==> config.mk <==
export PLATFORM = sky130hd
export DESIGN_NAME = rv32i_lsu
export DESIGN_NICKNAME = d
export VERILOG_FILES = /design/src/rtl/rv32i_lsu_pkg.sv /design/src/rtl/rv32i_load_align.sv /design/src/rtl/rv32i_lsu.sv
export SDC_FILE = /design/constraint.sdc
export NUM_CORES = 1
export LEC_CHECK = 0
export ABC_CLOCK_PERIOD_IN_PS = 4700
export CAP_MARGIN = 20
export CORE_AREA = 3 3 115 117
export CTS_BUF_LIST = sky130_fd_sc_hd__clkbuf_4 sky130_fd_sc_hd__clkbuf_8 sky130_fd_sc_hd__clkbuf_16
export DETAILED_ROUTE_END_ITERATION = 12
export DIE_AREA = 0 0 118 120
export PLACE_DENSITY_LB_ADDON = 0.05
export SKIP_CTS_REPAIR_TIMING = 1
export SLEW_MARGIN = 10
export SYNTH_ARGS = -nofsm -noshare
export SYNTH_HDL_FRONTEND = slang
export SYNTH_SLANG_ARGS = --single-unit
==> constraint.sdc <==
create_clock -name clk -period 4.7 [get_ports clk]
set_input_delay 0.47 -clock clk [delete_from_list [all_inputs] [get_ports clk]]
set_output_delay 0.47 -clock clk [all_outputs]
set_load 0.05 [all_outputs]
==> src/rtl/rv32i_lsu_pkg.sv <==
// rv32i_lsu_pkg: funct3 encodings, LSU state type and store byte-enable helper.
package rv32i_lsu_pkg;
    localparam logic [2:0] F3_B  = 3'd0;
    localparam logic [2:0] F3_H  = 3'd1;
    localparam logic [2:0] F3_W  = 3'd2;
    localparam logic [2:0] F3_BU = 3'd4;
    localparam logic [2:0] F3_HU = 3'd5;

    typedef enum logic [1:0] {IDLE, WAIT, DONE} state_t;

    function automatic logic [3:0] calc_wstrb(input logic [2:0] f3, input logic [1:0] off);
        return (f3 == F3_B) ? 4'b0001 << off :
               (f3 == F3_H) ? (off[1] ? 4'b1100 : 4'b0011) :
               (f3 == F3_W) ? 4'b1111 : 4'b0000;
    endfunction
endpackage

==> src/rtl/rv32i_load_align.sv <==
// rv32i_load_align: selects the addressed byte/half of a read word and sign/zero-extends it.
module rv32i_load_align
    import rv32i_lsu_pkg::*;
(
    input  logic [31:0] rdata,
    input  logic [2:0]  funct3,
    input  logic [1:0]  off,
    output logic [31:0] data
);
    logic [7:0]  b;
    logic [15:0] h;

    always_comb begin
        b    = rdata[{off, 3'b000} +: 8];
        h    = off[1] ? rdata[31:16] : rdata[15:0];
        data = (funct3 == F3_B)  ? {{24{b[7]}}, b} :
               (funct3 == F3_BU) ? {24'b0, b} :
               (funct3 == F3_H)  ? {{16{h[15]}}, h} :
               (funct3 == F3_HU) ? {16'b0, h} : rdata;
    end
endmodule

==> src/rtl/rv32i_lsu.sv <==
// rv32i_lsu: load/store unit running a req/ack data-memory transaction per access,
// stalling the pipeline until it completes or times out.
module rv32i_lsu
    import rv32i_lsu_pkg::*;
#(
    parameter  int TIMEOUT_CYCLES = 16,
    localparam int CNT_W          = $clog2(TIMEOUT_CYCLES) + 1
) (
    input  logic        clk,
    input  logic        rst,
    input  logic        ex_valid,
    input  logic        mem_read,
    input  logic        mem_write,
    input  logic [2:0]  funct3,
    input  logic [31:0] addr,
    input  logic [31:0] store_data,
    output logic        dmem_req,
    output logic        dmem_we,
    output logic [31:0] dmem_addr,
    output logic [3:0]  dmem_wstrb,
    output logic [31:0] dmem_wdata,
    input  logic [31:0] dmem_rdata,
    input  logic        dmem_ack,
    output logic [31:0] mem_read_data,
    output logic        lsu_stall,
    output logic        misaligned,
    output logic        bus_err
);
    state_t           state, next;
    logic [CNT_W-1:0] cnt;
    logic [2:0]       f3_q;
    logic [1:0]       off_q;
    logic [31:0]      load_data;
    logic             illegal, mis_comb, try_acc, start, timeout;

    rv32i_load_align u_align (
        .rdata  (dmem_rdata),
        .funct3 (f3_q),
        .off    (off_q),
        .data   (load_data)
    );

    // A store wins when both mem_read and mem_write are set, so legality follows mem_write.
    always_comb begin
        illegal    = mem_write ? (funct3 > F3_W) : (funct3 == 3'd3 || funct3[2:1] == 2'b11);
        mis_comb   = illegal | (funct3[1:0] == 2'b01 & addr[0]) | (funct3 == F3_W & addr[1:0] != 2'b00);
        try_acc    = ex_valid & (mem_read | mem_write) & (state == IDLE);
        start      = try_acc & ~mis_comb;
        misaligned = try_acc & mis_comb;
        timeout    = cnt == CNT_W'(TIMEOUT_CYCLES - 1);
        dmem_req   = state == WAIT;
        lsu_stall  = start | dmem_req;
        next       = (state == IDLE) ? (start ? WAIT : IDLE) :
                     (state == WAIT) ? ((dmem_ack | timeout) ? DONE : WAIT) : IDLE;
    end

    always_ff @(posedge clk or posedge rst) begin
        if (rst) begin
            state         <= IDLE;
            cnt           <= '0;
            f3_q          <= '0;
            off_q         <= '0;
            dmem_we       <= 1'b0;
            dmem_addr     <= '0;
            dmem_wstrb    <= '0;
            dmem_wdata    <= '0;
            mem_read_data <= '0;
            bus_err       <= 1'b0;
        end else begin
            state   <= next;
            bus_err <= dmem_req & ~dmem_ack & timeout;
            if (start) begin
                cnt        <= '0;
                f3_q       <= funct3;
                off_q      <= addr[1:0];
                dmem_we    <= mem_write;
                dmem_addr  <= {addr[31:2], 2'b00};
                dmem_wstrb <= mem_write ? calc_wstrb(funct3, addr[1:0]) : 4'b0000;
                dmem_wdata <= (funct3 == F3_B) ? {4{store_data[7:0]}} :
                              (funct3 == F3_H) ? {2{store_data[15:0]}} : store_data;
            end else if (dmem_req) begin
                cnt <= cnt + 1'b1;
                if (dmem_ack)
                    mem_read_data <= dmem_we ? 32'b0 : load_data;
                else if (timeout)
                    mem_read_data <= 32'b0;
            end
        end
    end
endmodule

Word level (Yosys, flattened, before mapping):

Index checks and enable logic that the tools add are counted.

* register bits: 112
* output and inout port bits: 105
* memories kept: 0
* bits in latches: 0
* input bits: 105
* ROM bits: 0
* RAM bits: 0

* shift-type cells: 2
* bitwise logic cells: 16
* reduce and logical (&&, ||, !) cells: 8
* multipliers: 0
* $add $sub $neg: 1
* divide/modulo/power cells: 0
* equal/unequal tests: 10
* magnitude comparators: 1
* muxes and demuxes: 22

Operators with widths (count)
* 32-bit two-way mux: 9
* 32-bit by 6-bit indexed part select with 8-bit output: 1
* 4-bit two-way mux: 5
* 16-bit two-way mux: 1
* 5-bit two-way mux: 2
* 1-bit AND: 8
* 3-bit by 1-bit equality test with 1-bit output (second input constant): 2
* 3-bit by 2-bit equality test with 1-bit output (second input constant): 2
* 3-bit equality test (second input constant): 2
* 3-bit zero test: 2
* 2-bit two-way mux: 3
* 2-bit nonzero test: 3
* 5-bit by 1-bit adder with 5-bit output (second input constant): 1
* 5-bit by 4-bit equality test with 1-bit output (second input constant): 1
* 1-bit bitwise OR: 5
* 2-bit by 1-bit equality test with 1-bit output (second input constant): 2
* 1-bit by 2-bit << shifter with 4-bit output (first input constant): 1
* 3-bit by 2-bit > comparator with 1-bit output (second input constant): 1
* 1-bit NOT: 3
* 3-bit AND reduction: 1
* 2-bit equality test (second input constant): 1
* 2-bit zero test: 1
* 1-bit two-way mux: 2
* 1-bit logical OR: 1

Depth between registers and ports, before layout:

* word-level depth: 9
* depth in mapped cells: 7

Hierarchy:

From an unflattened synthesis, not the netlist that was laid out.

* cells, all modules: 554
* area total of the unflattened synthesis: 5696.7 um^2

Modules (own cells, without submodules)
* rv32i_lsu: instances 1, area each 4765.8 um^2, cells an instance 427
* rv32i_load_align: instances 1, area each 930.9 um^2, cells an instance 127

Worst setup path before layout:

OpenSTA, ideal clock, no wires.

* kind: input port to output port
* start point: in funct3[1]
* end point: out misaligned
* path buffers: 1
* stages on the path: 3
* slack: 2.326 ns
* data arrival time: 1.904 ns
* cell sequence: clkbuf_1 > a221oi_2 > nor3_1

* longest elaborated chain between the ends: 6
* elaborated cells on any way between the ends: 12

RTL lines
* start: declaration: line rv32i_lsu.sv:14 `input logic [2:0] funct3,`
* parallel branches: the longest is 4 deep, another holds 3-bit by 2-bit > comparator with 1-bit output
* 1-bit bitwise OR (*): line rv32i_lsu.sv:46 `mis_comb = illegal | (funct3[1:0] == 2'b01 & addr[0]) | (funct3 == F3_W & addr[1:0] != 2'b00);`
* 1-bit AND (*): line rv32i_lsu.sv:49 `misaligned = try_acc & mis_comb;`
* end: declaration: line rv32i_lsu.sv:26 `output logic misaligned,`

Mark *: on every way between the ends.

Final worst setup path:

* start point: in funct3[0]
* end point: out lsu_stall

* longest elaborated chain between the ends: 8
* elaborated cells on any way between the ends: 13

RTL lines
* parallel branches: the longest is 4 deep, another holds 3-bit by 2-bit > comparator with 1-bit output
* 1-bit bitwise OR (*): line rv32i_lsu.sv:46
* 1-bit NOT (*): line rv32i_lsu.sv:48 `start = try_acc & ~mis_comb;`
* 1-bit AND (*): line rv32i_lsu.sv:48
* 1-bit bitwise OR (*): line rv32i_lsu.sv:52 `lsu_stall = start | dmem_req;`
* end: declaration: line rv32i_lsu.sv:25 `output logic lsu_stall,`

Marked as above.

==> results.json <==
{
  "grt_pass1_vias": 4515,
  "synthMuxAreaShare_pct": 17.2,
  "drc": 0,
  "max_freq_ghz": 0.332,
  "ant_nets": 0,
  "num-fill-cells": 1064,
  "antenna_cells": 0,
  "regArea_sq_um": 2800,
  "antenna_found_initial": 0,
  "nNetsFinal": 761,
  "portBuffers": 207,
  "place_hpwl_microns": 11100,
  "multi_input_area_sq_um": 2360,
  "whs_ns": 0.404,
  "synth_compound_area_share_pct": 15.9,
  "power_density_nw_per_um2": 624,
  "firstDrtPassIters": 5,
  "drive_gt1_share_pct": 6.68,
  "critPathMaxFanout": 14,
  "cts.sinks": 112,
  "setup_tns_ns": 0,
  "vias": 4435,
  "cts-root-buf": "clkbuf_16",
  "htreeDepth": 3,
  "cp-start-kind": "primary input",
  "finalCritPeriodShare_pct": 64.1,
  "worstMarginPinSlew_ns": 1.02,
  "grt_pass1_wl_microns": 23900,
  "skew_ns": 0.0108,
  "yosys.area_share.simple_pct": 9.39,
  "crit_arrival_ns": 2.54,
  "route.final.wire_length_microns": 15200,
  "end_kind": "output port",
  "path_class": "primary input to output port",
  "layout_common_cells": "207 x clkdlybuf4s50_1, 112 x dfrtp_1, 53 x nand2_1, 42 x mux2_1, 37 x o21ai_0",
  "grt_max_degree": 109,
  "fp.dieArea_sq_um": 14200,
  "layout_commonest_cell": "clkdlybuf4s50_1",
  "synth-seq-cells": 112,
  "relSlewSlack_pct": 32.0,
  "synth_edf_count": 0,
  "synthAdderAreaFrac_pct": 0.466,
  "ff2ff_path_depth": 4,
  "r2r-end": "mem_read_data[19]",
  "track_usage_pct": 21.4,
  "io_pins": 210,
  "synth-async-reset-ratio_pct": 100,
  "synthesis.area_sq_um": 5370,
  "via_per_inst": 5.34,
  "setup.worst_path.start": "funct3[0]",
  "cts_tree": "yes",
  "drv_cap": 0,
  "ir_drop_mv": 0.303,
  "clockBufferDepth": 2,
  "yosysWarnings": 0,
  "num_rows": 41,
  "drv_slew": 0,
  "status": "finished clean",
  "rsz0062_at_grt": "no",
  "core_area_sq_um": 12500,
  "cp.required_ns": 4.23,
  "clk_pin_slew_worst_paths_ns": 0.07,
  "rr_startpoint": "off_q[1]",
  "start_util_pct": 43.1,
  "ys_seq_area_share_pct": 52.2,
  "cts_made_buffers": 9,
  "hold_viol": 0,
  "drt_iter0_markers": 328,
  "setup_viol": 0,
  "rrSetupSlack_ns": 2.22,
  "synth_xor_area_share_pct": 0.490,
  "leakage_nw": 3.33,
  "grt.overflow.total": 0,
  "gp_congestion": 0.833,
  "syn_avg_cell_area_sq_um": 11.5,
  "min_period_ns": 3.01,
  "clk-insertion-delay-late_ns": 0.35,
  "hp-class": "primary input to async pin",
  "synth_top_family_by_area": "multiplexers",
  "ys_types": 47,
  "postSynthCellCount": 465,
  "syn_to_final_growth_pct": 47.8,
  "wl_per_cell_microns": 18.2,
  "die_h_microns": 120,
  "synth_flop_cell": "dfrtp_1",
  "die_w_microns": 118
}
-- cell usage after synthesis (2+ instances only) --
| master | count | area share, % |
|---|---|---|
| mux4_2 | 8 | 3.4 |
| inv_1 | 10 | 0.70 |
| buf_4 | 3 | 0.42 |
| a22oi_1 | 5 | 0.70 |
| clkbuf_1 | 21 | 1.5 |
| o2bb2ai_1 | 4 | 0.65 |
| a22o_1 | 14 | 2.3 |
| mux2_2 | 2 | 0.42 |
| nand2b_1 | 18 | 2.1 |
| a21oi_1 | 8 | 0.75 |
| buf_2 | 10 | 0.93 |
| buf_6 | 3 | 0.63 |
| nor2b_1 | 5 | 0.58 |
| a32oi_1 | 6 | 0.98 |
| and3_1 | 3 | 0.35 |
| nor3_1 | 4 | 0.37 |
| o21ai_1 | 5 | 0.47 |
| o22ai_1 | 5 | 0.58 |
| nand2_1 | 53 | 3.7 |
| dfrtp_1 | 112 | 52 |
| o31ai_1 | 5 | 0.70 |
| mux2_1 | 42 | 8.8 |
| xnor2_1 | 3 | 0.49 |
| a31oi_1 | 6 | 0.70 |
| nand3b_1 | 2 | 0.28 |
| and2_1 | 3 | 0.35 |
| nor3b_1 | 2 | 0.28 |
| o21ai_0 | 37 | 3.4 |
| a221o_1 | 17 | 3.2 |
| nor2_1 | 7 | 0.49 |
| ha_1 | 2 | 0.47 |
| mux2i_1 | 25 | 4.7 |
-- worst max-delay path: stages --
cell,delay (ns)
clkdlybuf4s50_1,0.39
buf_4,0.20
nor4_2,0.43
o211ai_4,0.10
nand2_1,0.08
clkdlybuf4s50_1,0.85
-- flip-flops by register name, indices dropped and copies added, names as in the netlist --
register,cells
bus_err,1
dmem_we,1
off_q,2
state,2
cnt,5
dmem_wstrb,4
mem_read_data,32
dmem_addr,30
dmem_wdata,32
f3_q,3
-- power by group --
group / switching (mW) / internal, mW
Sequential: 0.266 / 1.30
Clock: 0.362 / 0.528
Combinational: 1.57 / 0.923
-- per-layer routing --
layer | vias to the layer above | global-route usage [%] | share of wire, %
li1 | 2080 | - | -
met1 | 2156 | 25.3 | 39
met2 | 184 | 36.7 | 50
met3 | 15 | 8.06 | 9.2
met4 | 0 | 5.64 | 1.7
met5 | - | 0 | 0
-- area by class of cell --
cell class                      instances  area share [%]
Inverter                               11           0.552
Tap cell                              172            2.71
Clock buffer                            9            2.84
Multi-Input combinational cell        306            29.7
Timing Repair Buffer                  214            27.3
Clock inverter                          7            1.59
Sequential cell                       112            35.3
-- stage by stage --
step	utilization (%)	power [mW]	cells	instance area (sq um)	worst slack, ns
2_1_floorplan	-	3.18	466	5370	1.27
3_3_place_gp	60.3	4.04	812	7520	1.68
3_5_place_dp	60.3	4.09	812	7520	1.67
4_1_cts	63.2	5.00	828	7870	1.68
5_1_grt	63.7	5.19	831	7940	1.62
6_report	63.7	4.95	831	7940	1.69
-- cells by family (layout without fill, tap and decap cells) --
group | Yosys count | after routing
AO/OA/AOI/OAI | 120 | 120
XOR/XNOR | 3 | 3
adder cells (fa/ha/maj) | 2 | 2
buffers and inverters | 48 | 241
flip-flops | 112 | 112
multiplexers | 77 | 77
other | 1 | 2
AND/OR/NAND/NOR | 102 | 102
-- worst max path at each step --
stage	end	slack (ns)	cells after the start
floorplan	bus_err	1.27	1
global placement	lsu_stall	1.68	6
detailed placement	lsu_stall	1.67	6
CTS	lsu_stall	1.68	6
global route	misaligned	1.62	5
finish	lsu_stall	1.69	6
Power figures use the tool's default switching activity.
